--- config.mk ---
export PLATFORM = sky130hd
export DESIGN_NAME = rr_mux_arbiter
export DESIGN_NICKNAME = d
export VERILOG_FILES = /design/src/rtl/rr_mux_pkg.sv /design/src/rtl/mux4_datapath.sv /design/src/rtl/rr_mux_arbiter.sv
export SDC_FILE = /design/constraint.sdc
export NUM_CORES = 1
export LEC_CHECK = 0
export ABC_CLOCK_PERIOD_IN_PS = 2500
export CAP_MARGIN = 25
export CORE_MARGIN = 4
export CORE_UTILIZATION = 38
export CTS_CLUSTER_SIZE = 28
export DETAILED_ROUTE_END_ITERATION = 8
export PLACE_DENSITY = 0.84
export SLEW_MARGIN = 10
export SYNTH_ARGS = -nofsm -noshare
export SYNTH_HDL_FRONTEND = slang
export SYNTH_SLANG_ARGS = --single-unit
export TNS_END_PERCENT = 50
--- constraint.sdc ---
create_clock -name clk -period 2.5 [get_ports clk]
set_clock_uncertainty 0.15 [all_clocks]
set_input_delay 0.375 -clock clk [delete_from_list [all_inputs] [get_ports clk]]
set_output_delay 0.375 -clock clk [all_outputs]
set_load 0.01 [all_outputs]
--- src/rtl/rr_mux_pkg.sv ---
// rtl/rr_mux_pkg.sv - shared types, constants and select encoding for the round-robin mux arbiter
package rr_mux_pkg;

    typedef enum logic {
        IDLE  = 1'b0,
        GRANT = 1'b1
    } state_t;

    localparam int NUM_REQ = 4;
    localparam int IDX_W   = 2;

    // Requester index to {s0,s1}: a=00, b=01, c=10, d=11 (s0 is the MSB)
    function automatic logic [1:0] idx_to_sel(input logic [IDX_W-1:0] idx);
        return {idx[1], idx[0]};
    endfunction

endpackage

--- src/rtl/mux4_datapath.sv ---
// rtl/mux4_datapath.sv - WIDTH-parametric 4:1 data mux driven by selects s0,s1
module mux4_datapath #(
    parameter int WIDTH = 8
) (
    input  logic             s0,
    input  logic             s1,
    input  logic [WIDTH-1:0] din_a,
    input  logic [WIDTH-1:0] din_b,
    input  logic [WIDTH-1:0] din_c,
    input  logic [WIDTH-1:0] din_d,
    output logic [WIDTH-1:0] dout
);

    always_comb begin
        case ({s0, s1})
            2'b00:   dout = din_a;
            2'b01:   dout = din_b;
            2'b10:   dout = din_c;
            default: dout = din_d;
        endcase
    end

endmodule

--- src/rtl/rr_mux_arbiter.sv ---
// rtl/rr_mux_arbiter.sv - round-robin arbiter sequencing four requesters onto one valid/ready output
module rr_mux_arbiter
    import rr_mux_pkg::*;
#(
    parameter int WIDTH    = 8,
    parameter int MAX_HOLD = 4
) (
    input  logic               clk,
    input  logic               rst,
    input  logic [NUM_REQ-1:0] req,
    input  logic [WIDTH-1:0]   din_a,
    input  logic [WIDTH-1:0]   din_b,
    input  logic [WIDTH-1:0]   din_c,
    input  logic [WIDTH-1:0]   din_d,
    input  logic               out_ready,
    output logic               out_valid,
    output logic [WIDTH-1:0]   dout,
    output logic [NUM_REQ-1:0] gnt,
    output logic               s0,
    output logic               s1
);

    localparam int                CNT_W     = $clog2(MAX_HOLD + 1);
    localparam logic [CNT_W-1:0]  LAST_BEAT = CNT_W'(MAX_HOLD - 1);

    state_t               state, state_d;
    logic [NUM_REQ-1:0]   gnt_d;
    logic                 s0_d, s1_d;
    logic [CNT_W-1:0]     cnt, cnt_d;
    logic [IDX_W-1:0]     last, last_d;
    logic [IDX_W-1:0]     g_idx;
    logic [IDX_W-1:0]     pick_idx;
    logic [IDX_W-1:0]     cand;
    logic                 pick_found;
    logic                 xfer;

    // The registered selects double as the granted index
    assign g_idx     = {s0, s1};
    assign out_valid = (state == GRANT) && req[g_idx];
    assign xfer      = out_valid && out_ready;

    // Search starts just after the last released requester and wraps; i=NUM_REQ lands on last itself
    always_comb begin
        pick_found = 1'b0;
        pick_idx   = '0;
        cand       = '0;
        for (int i = 1; i <= NUM_REQ; i++) begin
            cand = last + IDX_W'(i);
            if (!pick_found && req[cand]) begin
                pick_found = 1'b1;
                pick_idx   = cand;
            end
        end
    end

    always_comb begin
        state_d    = state;
        gnt_d      = gnt;
        {s0_d, s1_d} = {s0, s1};
        cnt_d      = cnt;
        last_d     = last;
        case (state)
            IDLE: begin
                gnt_d = '0;
                if (pick_found) begin
                    gnt_d        = NUM_REQ'(1) << pick_idx;
                    {s0_d, s1_d} = idx_to_sel(pick_idx);
                    cnt_d        = '0;
                    state_d      = GRANT;
                end
            end
            GRANT: begin
                // Without a transfer the grant is held, so stalled data is never dropped
                if (!req[g_idx] || (xfer && cnt == LAST_BEAT)) begin
                    last_d  = g_idx;
                    gnt_d   = '0;
                    state_d = IDLE;
                end else if (xfer) begin
                    cnt_d = cnt + CNT_W'(1);
                end
            end
        endcase
    end

    always_ff @(posedge clk) begin
        if (rst) begin
            state <= IDLE;
            gnt   <= '0;
            s0    <= 1'b0;
            s1    <= 1'b0;
            cnt   <= '0;
            last  <= IDX_W'(NUM_REQ - 1);
        end else begin
            state <= state_d;
            gnt   <= gnt_d;
            s0    <= s0_d;
            s1    <= s1_d;
            cnt   <= cnt_d;
            last  <= last_d;
        end
    end

    mux4_datapath #(
        .WIDTH (WIDTH)
    ) u_datapath (
        .s0    (s0),
        .s1    (s1),
        .din_a (din_a),
        .din_b (din_b),
        .din_c (din_c),
        .din_d (din_d),
        .dout  (dout)
    );

endmodule
==> metrics, run 1 <==
post-route fraction of the period consumed by the critical path=roughly 93%; count of routing violations after the opening detailed-route iteration=23; power share of the sequential group=33.6%; CTS sink cnt=12; pin slew with the least headroom to its limit=0.4748 ns; Final Hold Fails=0; number of cells after detailed placement=around 170; switching share of total power=about 28%; Synth Area in Compound Gates=between 10% and 20%; number of setup buffers added after CTS=0; cell-internal power=approximately 470 uW; number of cell rows=16; RSZ-0062 raised after global routing=no; DR WL/cell=approximately 15 microns; synthesized netlist cell count=slightly above 80; post-route ant nets=0; shortest period the worst path allows=approximately 2.3 ns; Fill cells=160; clock share of power=23.9%; max-slew violation total from the final report=0; final total negative setup slack=0 ns; initial antenna violation count=0; power density over the cells=approximately 440 nW/um^2; ranking of synthesized cells by area=dfxtp_1 (29%), mux4_2 (24%), a21oi_1 (4.8%); crit path capture type=primary output; worst path required time=roughly 2 ns; type of the setup path with the least slack=reg2out; number of max-cap violations=0; total wirelength of the detailed-routed design=about 2600 microns; Max Buffers Root-to-Sink=2; vias per inst=about 5.5; worst-skew pair later-pin latency=between 0.2 and 0.3 ns; total global routing overflow=0; class of the worst hold path=reg2reg; Chip Width=54.69 microns; top library cells by usage in the layout, fill and taps aside=clkdlybuf4s50_1 (52), dfxtp_1 (12), mux4_2 (9), a21oi_1 (8), buf_4 (8); multiplexer area fraction after synthesis=a little over a quarter; CTS buffer count=3; final std cells w/o fill=between 150 and 200; total inserted antenna cells=0; clock slew at reported path FFs=about 0.080 ns; via total after detailed routing=between 900 and 1000; peak clock frequency supported by timing=~430 MHz; Worst setup SP type=register; leakage=approximately 0.00057 uW; top-area cell type share of the netlist area=between 20% and 30%; Max IR drop VDD=between 0.4 and 0.5 mV; die area=2990 sq um; maximum level of the CTS H-tree=1; die extent in y=between 50 and 60 microns; post-synthesis instance area=828.3 sq um; GPL Wtd Cong=roughly 0.86; number of hold buffers added after CTS=0; longest individual stage delay on the worst path=0.50 ns; Floorplan Core Area=just over 2000 sq um; share of the synthesized netlist area taken by xor and xnor gates=0%; sequence of cells on the critical path=buf_12 -> mux4_2 -> clkdlybuf4s50_1; Post-Syn Area per Cell=a little over 10 sq um; global-route wire length before repair=3967 microns; number of gates given a new drive strength after cts=0; io pins=54; vias in the first global route=940; Layout area overhead=80.21%; headroom to the max-slew limit=68.10%; part of the power in combinational logic=between 40% and 50%; cell type contributing the most total cell area after synthesis=dfxtp_1; maximum number of pins on one net before global-route repair=11; final net count=185; number of storage elements in the synthesis netlist=12; clk root buf=clkbuf_4; CP max FO=8; number of warnings reported in the yosys synthesis log=0; detailed placement HPWL=roughly 2200 microns; most common cell after layout, fill and taps aside=clkdlybuf4s50_1; initial core utilization=roughly two fifths; part of the Yosys area used for sequential elements=between 20% and 30%; CP max-delay cell=mux4_2; count of input and output buffers=53; Final Setup Violations=0; arrival time worst endpoint=~1.8 ns; Switch Pwr=between 150 and 200 uW; TritonCTS clock tree=done; total routing usage reported by global routing=between 10% and 20%; Pre-Repair DR Iteration Count=4; nets in the synthesized netlist=between 100 and 150; number of different library cells in the post-synthesis netlist=33; main combinational cell family by area after synthesis=multiplexers; adder-cell share of the synthesized area=3.021%; share of final-layout standard cells stronger than drive strength 1=18.88%; outcome=complete, no violations; number of design rule violations left after detail routing=0; Post-Synth Simple-Gate Area=between 20% and 30%
## final cells by class
type	instances	area (sq um)	area share (%)
sequential	12	240.2	16.09
inverter	2	7.507	0.5029
multi-input combinational	63	561.8	37.64
clock buffer	4	36.28	2.431
tap	27	33.78	2.263
timing repair buffer	62	613.1	41.07
## path summary, 6_finish.rpt
kind,start,cells after the start,slack (ns),end
min,cnt[1]$_SDFFE_PP0P_,2,0.33,cnt[1]$_SDFFE_PP0P_
max reg2reg,s0$_SDFFE_PP0P_,5,0.63,last[1]$_SDFFE_PP1P_
min reg2reg,cnt[1]$_SDFFE_PP0P_,2,0.33,cnt[1]$_SDFFE_PP0P_
max,s1$_SDFFE_PP0P_,3,0.19,dout[7]
## stage by stage
step / instance area (sq um) / total power, uW / hold WS, ns / worst slack (ns) / util [%]
after global placement: 1454 / 497.7 / 0.3053 / 0.03216 / 71.91
final: 1493 / 654.6 / 0.3311 / 0.1860 / 73.82
after CTS: 1490 / 657.6 / 0.3335 / 0.002218 / 73.70
after detailed placement: 1454 / 503.6 / 0.3128 / 0.004115 / 71.91
after global routing: 1493 / 687.5 / 0.3586 / 0.1267 / 73.82
after floorplan: 828.3 / 344.2 / 0.2979 / 0.7251 / -
## critical path: cells and delay by family, from the launching register on
family,cells,cell delay [ns]
buffers and inverters,2,0.65
muxes,1,0.50
DFF,1,0.37
## layer usage
metal  GRT usage, %  routed length (microns)
met1          19.90                      987
met2          33.86                     1220
met3          6.267                      398
met4          4.979                       22
met5              0                        0
## power by group through the flow
| stage | logic, uW | clock network (uW) | registers [uW] |
|---|---|---|---|
| 3_5_place_dp | 279 | 0 | 224 |
| 5_1_grt | 301 | 163 | 223 |
| 3_3_place_gp | 274 | 0 | 224 |
| 2_1_floorplan | 119 | 0 | 225 |
| 4_1_cts | 281 | 157 | 220 |
| 6_report | 278 | 157 | 220 |
## sequential cells by signal, summed over array words and instances (netlist names)
signal / flops
s0: 1
gnt: 4
last: 2
state: 1
s1: 1
cnt: 3
## logic make-up (layout without fill, tap and decap cells)
family / count (synthesis) / count (layout)
DFF: 12 / 12
buffers and inverters: 6 / 68
muxes: 11 / 11
adders and majority gates: 2 / 2
and+or+nand+nor: 31 / 31
AOI/OAI and AO/OA: 19 / 19
## cell usage after synthesis
library cell,instances
nand2b_1,2
buf_2,3
nor3b_1,1
or2_2,1
nor3_1,1
o211ai_1,1
a32o_1,4
and3_1,1
o21ai_0,1
and2_1,1
nor4_1,1
mux4_2,9
a211oi_1,1
a31oi_1,1
or3_1,1
a21oi_1,8
clkbuf_1,1
a21boi_2,1
ha_1,2
a311o_1,1
inv_1,2
mux2_2,2
dfxtp_1,12
a211o_1,1
nand4_1,1
nor2b_1,1
nand4b_1,1
nand3b_1,1
nand3_1,5
or2_1,2
nand2_1,5
nand4b_2,1
nor2_1,5
Power figures use the tool's default switching activity.
==> run 2: changes to the inputs <==
- GPL_TIMING_DRIVEN: default -> 0
==> metrics, run 2 (same netlist as run 1, synthesis figures left out) <==
global-route track usage on met2=30.91% (was 33.86%); class of the worst hold path=reg2reg (unchanged); die extent in y=54.69 microns (unchanged); initial antenna violation count=0 (unchanged); number of cell rows=16 (unchanged); arrival time worst endpoint=1.87 ns (was 1.79 ns); RSZ-0062 raised after global routing=no (unchanged); Final Hold Fails=0 (unchanged); largest registers ranked by flip-flop count=gnt x4, cnt x3, last x2 (unchanged); Floorplan Core Area=2022 sq um (unchanged); routing layer with the top usage in global route=met2 (unchanged); CP max FO=5 (was 8); type of the setup path with the least slack=reg2out (unchanged); power density over the cells=445.1 nW/um^2 (was 438.6 nW/um^2); leakage=0.0005303 uW (was 0.0005703 uW); Worst setup SP type=register (unchanged); final net count=180 (was 185); count of input and output buffers=52 (was 53); total wirelength of the detailed-routed design=2573 microns (was 2628 microns); Final Setup Violations=0 (unchanged); global-route wire length before repair=3870 microns (was 3967 microns); clk root buf=clkbuf_4 (unchanged); total routing usage reported by global routing=17.82% (was 18.51%); share of final-layout standard cells stronger than drive strength 1=17.39% (was 18.88%); peak clock frequency supported by timing=418.0 MHz (was 432.1 MHz); top library cells by usage in the layout, fill and taps aside=clkdlybuf4s50_1 (48), dfxtp_1 (10), mux4_2 (9), a21oi_1 (8) (was clkdlybuf4s50_1 (52), dfxtp_1 (12), mux4_2 (9), a21oi_1 (8), buf_4 (8)); most common cell after layout, fill and taps aside=clkdlybuf4s50_1 (unchanged); Max IR drop VDD=0.3184 mV (was 0.4647 mV); detailed placement HPWL=2084 microns (was 2204 microns); total global routing overflow=0 (unchanged); number of max-cap violations=0 (unchanged); worst-skew pair later-pin latency=0.27 ns (was 0.28 ns); register with the highest flop count=gnt (unchanged); number of design rule violations left after detail routing=0 (unchanged); initial core utilization=40.97% (unchanged); total inserted antenna cells=0 (unchanged); crit path capture type=primary output (unchanged); TritonCTS clock tree=done (unchanged); setup slack of the critical path after layout=0.1076 ns (was 0.1860 ns); fraction of met3 tracks used by global routing=6.267% (unchanged); shortest period the worst path allows=2.392 ns (was 2.314 ns); Layout area overhead=72.96% (was 80.21%); Max Buffers Root-to-Sink=2 (unchanged); maximum number of pins on one net before global-route repair=11 (unchanged); pin slew with the least headroom to its limit=0.4352 ns (was 0.4748 ns); post-route fraction of the period consumed by the critical path=95.70% (was 92.56%); GPL Wtd Cong=0.8120 (was 0.8581); vias per inst=5.564 (was 5.518); headroom to the max-slew limit=70.99% (was 68.10%); final total negative setup slack=0 ns (unchanged); maximum level of the CTS H-tree=1 (unchanged); Pre-Repair DR Iteration Count=4 (unchanged); count of routing violations after the opening detailed-route iteration=9 (was 23); vias in the first global route=908 (was 940); number of flip-flops in the largest register=4 (unchanged); Finished Core Util=70.85% (was 73.82%); outcome=complete, no violations (unchanged); CTS sink cnt=12 (unchanged); GR Util met1=19.87% (was 19.90%); die area=2990 sq um (unchanged); io pins=54 (unchanged); setup slack at placement=-0.1610 ns (was 0.004115 ns); post-route ant nets=0 (unchanged); Chip Width=54.69 microns (unchanged); clock slew at reported path FFs=0.08 ns (about the same); DR WL/cell=15.59 microns (was 15.46 microns); max-slew violation total from the final report=0 (unchanged); CTS buffer count=3 (unchanged); number of hold buffers added after CTS=0 (unchanged); via total after detailed routing=918 (was 938); worst path required time=1.98 ns (about the same)
-- run 2: changes by cell type in the layout (fill, tap and decap cells not counted) --
cell and change:
dfxtp_2 +2, dlygate4sd2_1 +4, clkdlybuf4s50_1 -4, buf_12 -1, dlymetal6s2s_1 -1, buf_4 -6
buf_6 +1, buf_2 +1, dfxtp_1 -2, clkbuf_1 +1
-- run 2: metal layers --
metal  wire length [microns]  share of wire [%]
met1                     950                 37
met2                    1180                 46
met3                     411                 16
met4                      30                1.2
met5                       0                  0
-- run 2: area by class of cell --
cell class	count	area, sq um
Inverter	2	7.507
Clock buffer	4	36.28
Multi-Input combinational cell	63	561.8
Tap cell	27	33.78
Buffer	4	27.53
Fill cell	160	589.3
Timing Repair Buffer	53	523.0
Sequential cell	12	242.7
-- run 2: what timing repair did --
item | 4_1_cts | 5_1_grt
buffers inserted | 1 | 0
gates resized for setup | 6 | 3
endpoints found under the setup margin | 8 | 8
-- run 2: critical path, cell delays in order (launching register included) --
cell and delay [ns]:
dfxtp_2 0.39, mux4_2 0.54, and2_1 0.19, clkdlybuf4s50_1 0.48
-- run 2: path summary, 6_finish.rpt --
path / start / to / cells after the start / slack [ns]
max: s0$_SDFFE_PP0P_ / out_valid / 3 / 0.11
min: cnt[2]$_SDFFE_PP0P_ / cnt[2]$_SDFFE_PP0P_ / 2 / 0.33
max reg2reg: s0$_SDFFE_PP0P_ / last[1]$_SDFFE_PP1P_ / 5 / 0.71
min reg2reg: cnt[2]$_SDFFE_PP0P_ / cnt[2]$_SDFFE_PP0P_ / 2 / 0.33
-- run 2: power by group --
part           switching [uW]  leakage [uW]  internal (uW)
combinational            94.4      0.000410            166
clock                    66.0     0.0000210           88.6
sequential               16.7     0.0000990            206
-- run 2: through the flow --
stage	instance area, sq um	std cells	hold WS, ns	power, uW
after floorplan	828.3	81	0.2979	344.2
after global placement	1383	160	0.3029	475.9
after detailed placement	1383	160	0.3183	481.6
after CTS	1426	165	0.3286	638.7
after global routing	1433	165	0.3536	678.2
final	1433	165	0.3264	637.7
==> run 3: changes to the inputs <==
- CORE_ASPECT_RATIO: default -> 0.7
- PLACE_DENSITY: 0.84 -> 0.93
==> metrics, run 3 (same netlist as run 1, synthesis figures left out) <==
count of routing violations after the opening detailed-route iteration=24 (was 9); CP top delay family=multiplexers (unchanged); Placed Area=1386 sq um (was 1383 sq um); final net count=180 (unchanged); headroom to the max-slew limit=70.98% (was 70.99%); pin slew with the least headroom to its limit=0.4320 ns (was 0.4352 ns); crit path capture type=primary output (unchanged); DR WL/cell=17.98 microns (was 15.59 microns); global-route wire length before repair=4712 microns (was 3870 microns); maximum level of the CTS H-tree=1 (unchanged); CTS sink cnt=12 (unchanged); post-route fraction of the period consumed by the critical path=96.41% (was 95.70%); initial antenna violation count=0 (unchanged); number of max-cap violations=0 (unchanged); power density over the cells=449.7 nW/um^2 (was 445.1 nW/um^2); worst-skew pair later-pin latency=0.28 ns (was 0.27 ns); clock slew at reported path FFs=0.08 ns (about the same); Floorplan Core Area=1968 sq um (was 2022 sq um); outcome=complete, no violations (unchanged); longest individual stage delay on the worst path=0.55 ns (was 0.54 ns); CP Buf/Inv Count=1 (unchanged); Layout area overhead=73.41% (was 72.96%); GPL Wtd Cong=0.8295 (was 0.8120); worst path required time=1.98 ns (about the same); critical path launch point=s0$_SDFFE_PP0P_ (unchanged); leakage=0.0005303 uW (unchanged); Final Setup Violations=0 (unchanged); arrival time worst endpoint=1.89 ns (was 1.87 ns); peak clock frequency supported by timing=414.9 MHz (was 418.0 MHz); number of design rule violations left after detail routing=0 (unchanged); CTS buffer count=3 (unchanged); Max Buffers Root-to-Sink=2 (unchanged); CP max-delay cell=mux4_2 (unchanged); Worst setup SP type=register (unchanged); class of the worst hold path=in2reg (was reg2reg); total global routing overflow=0 (unchanged); initial core utilization=42.09% (was 40.97%); Max IR drop VDD=0.2906 mV (was 0.3184 mV); io pins=54 (unchanged); total routing usage reported by global routing=21.91% (was 17.82%); largest registers ranked by flip-flop count=gnt x4, cnt x3, last x2 (unchanged); clk root buf=clkbuf_4 (unchanged); die extent in y=47.06 microns (was 54.69 microns); maximum number of pins on one net before global-route repair=11 (unchanged); FF-to-FF End=last[1]$_SDFFE_PP1P_ (unchanged); sequence of cells on the critical path=mux4_2 -> and2_1 -> clkdlybuf4s50_1 (unchanged); share of final-layout standard cells stronger than drive strength 1=17.39% (unchanged); depth of the most critical reg-to-reg path=5 (unchanged); die area=3002 sq um (was 2990 sq um); Finished Core Util=72.98% (was 70.85%); register with the highest flop count=gnt (unchanged); total inserted antenna cells=0 (unchanged); beginning of the worst register-to-register path=s0$_SDFFE_PP0P_ (unchanged); final non-filler cell area=1436 sq um (was 1433 sq um); most common cell after layout, fill and taps aside=clkdlybuf4s50_1 (unchanged); Final Hold Fails=0 (unchanged); shortest period the worst path allows=2.410 ns (was 2.392 ns); vias per inst=5.399 (was 5.564); top library cells by usage in the layout, fill and taps aside=clkdlybuf4s50_1 (48), dfxtp_1 (10), mux4_2 (9), a21oi_1 (8) (unchanged); vias in the first global route=909 (was 908); CP max FO=5 (unchanged); count of input and output buffers=52 (unchanged); max-slew violation total from the final report=0 (unchanged); TritonCTS clock tree=done (unchanged); register-to-register path setup slack=0.67 ns (was 0.71 ns); Chip Width=63.80 microns (was 54.69 microns); detailed placement HPWL=2534 microns (was 2084 microns); Pre-Repair DR Iteration Count=4 (unchanged); crit path capture=out_valid (unchanged); RSZ-0062 raised after global routing=no (unchanged); number of flip-flops in the largest register=4 (unchanged); via total after detailed routing=907 (was 918); instance count on the critical path=3 (unchanged); total wirelength of the detailed-routed design=3020 microns (was 2573 microns); post-route ant nets=0 (unchanged); type of the setup path with the least slack=reg2out (unchanged); number of cell rows=13 (was 16)
==> run 3: cell counts in the layout (fill, tap and decap cells not counted) <==
Identical to the previous run, type by type.
==> run 3: worst reg2reg max path: stages, from the launching register on <==
cell and delay, ns:
dfxtp_2 0.39, mux4_2 0.55, buf_4 0.17, a21boi_2 0.14, nor2b_1 0.06, a211o_1 0.26
==> run 3: area by class of cell <==
class                   count  area, sq um
repair buffers             53        523.0
flip-flops and latches     12        242.7
clock buffers               4        36.28
inverters                   2        7.507
multi-input cells          63        561.8
well taps                  30        37.54
plain buffers               4        27.53
fillers                   150        531.8
==> run 3: power by group <==
part           internal [uW]  switching (uW)  total, uW
Sequential               206            16.7        222
Clock                   88.6            66.8        155
Combinational            167             101        268
Total                    461             185        646
==> run 3: worst min path at each step <==
stage | start | to | slack, ns | depth (start not counted)
finish | rst | cnt[0]$_SDFFE_PP0P_ | 0.32 | 2
global route | rst | cnt[2]$_SDFFE_PP0P_ | 0.35 | 2
CTS | rst | cnt[0]$_SDFFE_PP0P_ | 0.31 | 2
detailed placement | gnt[2]$_SDFFE_PP0P_ | gnt[2]$_SDFFE_PP0P_ | 0.31 | 1
global placement | cnt[2]$_SDFFE_PP0P_ | cnt[2]$_SDFFE_PP0P_ | 0.31 | 2
floorplan | cnt[2]$_SDFFE_PP0P_ | cnt[2]$_SDFFE_PP0P_ | 0.30 | 2
==> run 3: timing repair <==
action	in CTS	in global routing
buffers inserted	1	0
hold endpoints to repair	0	0
gates resized for setup	7	2
hold buffers	0	0
pin swaps	0	0
endpoints found under the setup margin	8	8
==> run 3: per-layer routing <==
| layer | GRT usage, % | share of wire (%) | vias up |
|---|---|---|---|
| met1 | 24.74 | 39 | 441 |
| met2 | 43.12 | 55 | 25 |
| met5 | 0 | 0 | - |
| met3 | 4.545 | 4.3 | 7 |
| met4 | 6.438 | 1.6 | 0 |
| li1 | - | - | 434 |
==> run 3: through the flow <==
stage | hold slack [ns] | cells | setup WS, ns | total power (uW) | setup TNS [ns]
6_report | 0.3199 | 168 | 0.08963 | 646.0 | 0
2_1_floorplan | 0.2979 | 81 | 0.7251 | 344.2 | 0
3_5_place_dp | 0.3130 | 163 | -0.1601 | 487.1 | -0.1601
5_1_grt | 0.3521 | 168 | 0.03243 | 677.9 | 0
4_1_cts | 0.3117 | 168 | 0.002967 | 647.9 | 0
3_3_place_gp | 0.3064 | 163 | -0.1457 | 476.1 | -0.1457
